**src/rtl/guess_game_pkg.sv**
```systemverilog
// Shared constants and helpers for the guess-game sequencer: state codes, hint codes,
// LFSR tap mask and BCD utilities.
package guess_game_pkg;

  localparam logic [2:0] ST_IDLE  = 3'd0;
  localparam logic [2:0] ST_PLAY  = 3'd1;
  localparam logic [2:0] ST_CHECK = 3'd2;
  localparam logic [2:0] ST_WIN   = 3'd3;
  localparam logic [2:0] ST_LOSE  = 3'd4;

  localparam logic [1:0] HINT_NONE = 2'b00;
  localparam logic [1:0] HINT_LOW  = 2'b01;
  localparam logic [1:0] HINT_HIGH = 2'b10;
  localparam logic [1:0] HINT_EQ   = 2'b11;

  // x^8 + x^6 + x^5 + x^4 + 1 -> feedback from q[7], q[5], q[4], q[3]
  localparam logic [7:0] LFSR_TAPS = 8'hB8;

  function automatic logic [7:0] to_bcd(input int unsigned val);
    return {4'((val / 10) % 10), 4'(val % 10)};
  endfunction

  // Folds 10..15 onto 4..9 so every nibble maps to a decimal digit.
  function automatic logic [3:0] lfsr_digit(input logic [3:0] nib);
    return (nib > 4'd9) ? (nib - 4'd6) : nib;
  endfunction

  function automatic logic [7:0] bcd_inc(input logic [7:0] val);
    if (val[3:0] == 4'd9) begin
      return {val[7:4] + 4'd1, 4'd0};
    end
    return {val[7:4], val[3:0] + 4'd1};
  endfunction

endpackage

```
**src/rtl/guess_game_ctrl_lfsr8.sv**
```systemverilog
// Free-running 8-bit Fibonacci LFSR; a zero seed is replaced by 8'h01 to avoid lock-up.
module lfsr8
  import guess_game_pkg::*;
#(
  parameter logic [7:0] SEED = 8'hA5
) (
  input  logic       CLK,
  input  logic       RST,
  output logic [7:0] q
);

  localparam logic [7:0] INIT = (SEED == 8'h00) ? 8'h01 : SEED;

  always_ff @(posedge CLK or posedge RST) begin
    if (RST) begin
      q <= INIT;
    end else begin
      q <= {q[6:0], ^(q & LFSR_TAPS)};
    end
  end

endmodule

```
**src/rtl/guess_game_ctrl.sv**
```systemverilog
// Guess-game sequencer: owns round state, BCD try count and display values.
// Optional feature: define GUESS_REVEAL_EN to show the secret on entry to LOSE.
module guess_game_ctrl
  import guess_game_pkg::*;
#(
  parameter int unsigned MAX_TRIES   = 9,
  parameter int unsigned HOLD_CYCLES = 50000000,
  parameter logic [7:0]  LFSR_SEED   = 8'hA5
) (
  input  logic       CLK,
  input  logic       RST,
  input  logic       start,
  input  logic       key_valid,
  input  logic [3:0] key_code,
  output logic [3:0] disp_data,
  output logic [7:0] disp_tries,
  output logic [1:0] hint,
  output logic       busy,
  output logic       game_over
);

  localparam logic [7:0]        MAX_BCD   = to_bcd(MAX_TRIES);
  localparam int unsigned       HOLD_W    = (HOLD_CYCLES > 1) ? $clog2(HOLD_CYCLES) : 1;
  localparam logic [HOLD_W-1:0] HOLD_LAST = HOLD_W'(HOLD_CYCLES - 1);

  logic [2:0]        state_q, state_d;
  logic              start_q;
  logic [3:0]        secret_q, secret_d;
  logic [3:0]        guess_q, guess_d;
  logic [7:0]        tries_q, tries_d;
  logic [3:0]        data_q, data_d;
  logic [1:0]        hint_q, hint_d;
  logic [HOLD_W-1:0] hold_q, hold_d;
  logic [7:0]        lfsr_q;
  logic [7:0]        tries_inc;
  logic              start_edge;
  logic              lfsr_unused;

  lfsr8 #(
    .SEED (LFSR_SEED)
  ) u_lfsr (
    .CLK (CLK),
    .RST (RST),
    .q   (lfsr_q)
  );

  // Only the low nibble seeds the secret; the upper bits just keep the sequence long.
  assign lfsr_unused = ^lfsr_q[7:4];

  assign start_edge = start & ~start_q;
  assign tries_inc  = bcd_inc(tries_q);

  always_comb begin
    state_d  = state_q;
    secret_d = secret_q;
    guess_d  = guess_q;
    tries_d  = tries_q;
    data_d   = data_q;
    hint_d   = hint_q;
    hold_d   = hold_q;
    case (state_q)
      ST_IDLE: begin
        if (start_edge) begin
          state_d  = ST_PLAY;
          secret_d = lfsr_digit(lfsr_q[3:0]);
          tries_d  = 8'h00;
          hint_d   = HINT_NONE;
          data_d   = 4'd0;
        end
      end
      ST_PLAY: begin
        if (key_valid && (key_code <= 4'd9)) begin
          guess_d = key_code;
          state_d = ST_CHECK;
        end
      end
      ST_CHECK: begin
        tries_d = tries_inc;
        data_d  = guess_q;
        hold_d  = '0;
        if (guess_q == secret_q) begin
          hint_d  = HINT_EQ;
          state_d = ST_WIN;
        end else begin
          hint_d = (guess_q < secret_q) ? HINT_LOW : HINT_HIGH;
          if (tries_inc == MAX_BCD) begin
            state_d = ST_LOSE;
`ifdef GUESS_REVEAL_EN
            data_d  = secret_q;
`else
            data_d  = guess_q;
`endif
          end else begin
            state_d = ST_PLAY;
          end
        end
      end
      ST_WIN, ST_LOSE: begin
        // Display registers are left alone so the result stays visible in IDLE.
        if (hold_q == HOLD_LAST) begin
          state_d = ST_IDLE;
        end else begin
          hold_d = hold_q + 1'b1;
        end
      end
      default: state_d = ST_IDLE;
    endcase
  end

  always_ff @(posedge CLK or posedge RST) begin
    if (RST) begin
      state_q  <= ST_IDLE;
      start_q  <= 1'b0;
      secret_q <= 4'd0;
      guess_q  <= 4'd0;
      tries_q  <= 8'h00;
      data_q   <= 4'd0;
      hint_q   <= HINT_NONE;
      hold_q   <= '0;
    end else begin
      state_q  <= state_d;
      start_q  <= start;
      secret_q <= secret_d;
      guess_q  <= guess_d;
      tries_q  <= tries_d;
      data_q   <= data_d;
      hint_q   <= hint_d;
      hold_q   <= hold_d;
    end
  end

  assign disp_data  = data_q;
  assign disp_tries = tries_q;
  assign hint       = hint_q;
  assign busy       = (state_q == ST_PLAY) || (state_q == ST_CHECK);
  assign game_over  = (state_q == ST_WIN) || (state_q == ST_LOSE);

endmodule

```
**config.mk**
```make
export PLATFORM = sky130hd
export DESIGN_NAME = guess_game_ctrl
export DESIGN_NICKNAME = d
export VERILOG_FILES = /design/src/rtl/guess_game_pkg.sv /design/src/rtl/guess_game_ctrl_lfsr8.sv /design/src/rtl/guess_game_ctrl.sv
export SDC_FILE = /design/constraint.sdc
export NUM_CORES = 1
export LEC_CHECK = 0
export BUFFER_PORTS_ARGS = -buffer_cell sky130_fd_sc_hd__buf_2
export CORE_AREA = 2 2 81 83
export CTS_CLUSTER_DIAMETER = 120
export DETAILED_ROUTE_END_ITERATION = 6
export DIE_AREA = 0 0 83 85
export PLACE_DENSITY = 0.67
export SYNTH_ARGS = -nofsm -noshare
export SYNTH_HDL_FRONTEND = slang
export SYNTH_SLANG_ARGS = --single-unit
```
**constraint.sdc**
```tcl
create_clock -name CLK -period 3 [get_ports CLK]
set_clock_uncertainty 0.2 [all_clocks]
set_input_delay 0.3 -clock CLK [delete_from_list [all_inputs] [get_ports CLK]]
set_output_delay 0.3 -clock CLK [all_outputs]
set_load 0.005 [all_outputs]
```
==> results.md <==
• **count of cell types in the netlist** 52
• **Final Slew Violations** 0
• **Crit path arrival time** 2.40 ns
• **worst ir drop on vdd** 0.000436 V
• **post-synthesis async set-or-reset flop share** 1.00
• **area of the multi-input gates** 1400 um2
• **number of gates resized after cts** 0
• **leakage power** 0.00153 uW
• **transition at the pin with the smallest max-transition slack** 1.05 ns
• **number of vias in the routed layout** 2,314
• **deepest level of the CTS H-tree** 3
• **global-route wire length before repair** 10.5 mm
• **synthesized instance count** 296
• **clock latency on the worst-skew pair** 0.33 ns
• **antenna viol nets, final** 0
• **number of standard cells in the layout, taps in and fillers out** 408
• **f_max** 420 MHz
• **first-pass detailed-route iteration total** 4
• **Max-Slew Margin vs Limit** 0.299
• **I/O pin cnt** 24
• **filler instances** 567
• **Sequential Area** 1510 um2
• **cells along the critical path** nor3b_2 > o2111ai_1 > nor4_1 > xnor2_1 > nor2_1
• **Inserted Clock Buffers** 9
• **Die Y-Extent** 85 um
• **Routed Wire Length** 6.09 mm
• **YS warnings** 0
• **Critical Path Source Type** register
• **mapped cell area** 2990 um2
• **number of clock sinks** 60
• **most area-consuming cells after synthesis** dfrtp_1 (47%), nand2_1 (4.9%), o21ai_0 (3.7%)
• **number of synthesized flops with an enable pin** 0
• **Reg2Reg Setup Slack** 0.62 ns
• **leading cell type by number of instances after synthesis** dfrtp_1
• **cell accounting for the most synthesized area** dfrtp_1
• **net count after synthesis** 311
• **overall die area** 7060 um2
• **largest net degree at the start of global routing** 49
• **final net count** 341
• **longest individual stage delay on the worst path** 0.56 ns
• **dpl cells** 390
• **Post-synth top flop** dfrtp_1
• **fraction of final layout cells with drive strength greater than 1** 0.184
• **top cell type's share of synthesized area** 0.469
• **drt first-iter violations** 85
• **RSZ-0062 raised after global routing** false
• **number of I/O port buffers** 23
• **total setup violations reported at the end of the flow** 0
• **syn avg cell area** 10.1 um2
• **Clock Tree Buf Depth** 2
• **critical path start-end classification** register to register
• **Placer Congestion** 0.772
• **setup TNS after final layout** 0 ns
• **minimum hold slack** 0.00198 ns
• **r2r startpoint** state_q[1]
• **list of most frequent post-synthesis cells** dfrtp_1 (56), nand2_1 (39), o21ai_0 (22)
• **Root Driver** clkbuf_8
• **length in cells of the worst reg-to-reg path** 5
• **Worst-path clk slew** 0.07 ns
• **power per cell area** 747 nW/um2
• **Min-Delay Path Class** primary input to async pin
• **drc violations** 0
• **CP Capture Type** register
• **run status** finished clean
• **Max-Cap Viols** 0
• **crit path max fanout** 15
• **TritonCTS clock tree** built
• **end of the worst register-to-register path** hold_q[22]
• **area growth from synthesis to final layout** 13.4%
• **Vias per Instance** 5.67
• **antenna diode instance count** 0
• **slowest cell on the critical path** o2111ai_1
• **die extent in x** 83 um
• **final number of hold-violating endpoints** 0
• **number of synthesized register bits** 60
• **CP Data Required Time** 3.02 ns
• **sequential element share of the synthesized area** 0.504
• **time the worst path needs with I/O delays and setup** 2.38 ns
• **gr ovfl total** 0
• **number of global-route vias before repair** 2,243
• **Avg WL per Cell** 14.9 um
• **starting utilization of the core area** 0.482
• **row count** 29
• **final worst-path cycle share** 0.793
• **antenna violations before repair** 0
• **area of the core region** 6200 um2
• **hpwl dp** 4.16 mm
• **GRT Resource Usage Total** 0.184
[timing repair]
| action | 4_1_cts | 5_1_grt |
|---|---|---|
| endpoints found under the hold margin | 2 | 0 |
| hold buffers | 2 | 0 |
| setup buffers | 0 | 0 |
[final cells by class]
cell class	count	share of cell area
Timing Repair Buffer	29	0.0487
Tap cell	77	0.0284
Multi-Input combinational cell	216	0.413
Sequential cell	60	0.445
Inverter	10	0.0111
Clock inverter	5	0.0155
Clock buffer	11	0.0388
[flip-flops by register name, indices dropped and copies added (netlist names)]
register,flops
hint,2
disp_tries,8
disp_data,4
start_q,1
state_q,3
secret_q,4
u_lfsr.q,8
guess_q,4
hold_q,26
[report_power, final]
group | leakage (uW) | switching (uW) | internal (uW)
logic | 0.000646 | 419 | 319
registers | 0.000790 | 146 | 958
clock network | 0.0000931 | 310 | 380
[cell families (layout without fill, tap and decap cells)]
group | count (synthesis) | after routing | synth area share
buf+inv | 20 | 55 | 0.0280
simple gates | 123 | 123 | 0.226
flops | 60 | 60 | 0.504
xor+xnor | 15 | 15 | 0.0440
compound gates | 60 | 60 | 0.131
fa+ha+maj | 7 | 7 | 0.0293
mux | 11 | 11 | 0.0385
[worst max path at each step]
stage	startpoint	end	cells after the start
after global routing	state_q[1]	hold_q[22]	5
final	state_q[1]	hold_q[22]	5
after global placement	guess_q[2]	state_q[0]	6
after floorplan	guess_q[2]	state_q[0]	6
after CTS	state_q[1]	hold_q[22]	5
after detailed placement	state_q[1]	hold_q[22]	5
[placed cells by master (no fill, tap or decap), types with 4 or more instances in the layout]
master,synthesis,final
dfrtp_1,56,56
nand2_1,39,39
buf_2,0,23
o21ai_0,22,22
nor2_1,17,17
nand3_1,16,16
a21oi_1,16,16
xnor2_1,12,12
inv_1,10,9
clkbuf_8,0,9
mux2i_1,7,7
ha_1,7,7
nor3_1,6,6
and3_1,5,5
o31ai_1,5,5
or3_1,5,5
nand4_1,4,4
nor4_1,4,4
mux2_2,4,4
buf_4,2,4
dfstp_2,4,4
[through the flow]
step / worst slack [ns] / total power, uW / cell area, um2 / util
finish: 0.621 / 2530 / 3390 / 0.546
global route: 0.368 / 2710 / 3390 / 0.546
CTS: 0.663 / 2560 / 3390 / 0.546
detailed placement: 0.677 / 1860 / 3180 / 0.513
global placement: 0.725 / 1840 / 3180 / 0.513
floorplan: 0.917 / 1600 / 2990 / -
[routing by layer]
layer	up-vias	global-route usage	part of all wire
li1	1128	-	-
met1	1140	0.238	0.48
met2	37	0.309	0.48
met3	9	0.0331	0.027
met4	0	0.0760	0.015
met5	-	0	0
[worst max-delay path, delay by kind of cell, from the launching register on]
family	cells	cell delay (ns)
AND/OR/NAND/NOR	3	0.86
AO/OA/AOI/OAI	1	0.56
flip-flops	1	0.48
XOR/XNOR	1	0.16
Note: power is estimated with default switching activity, not from simulation.
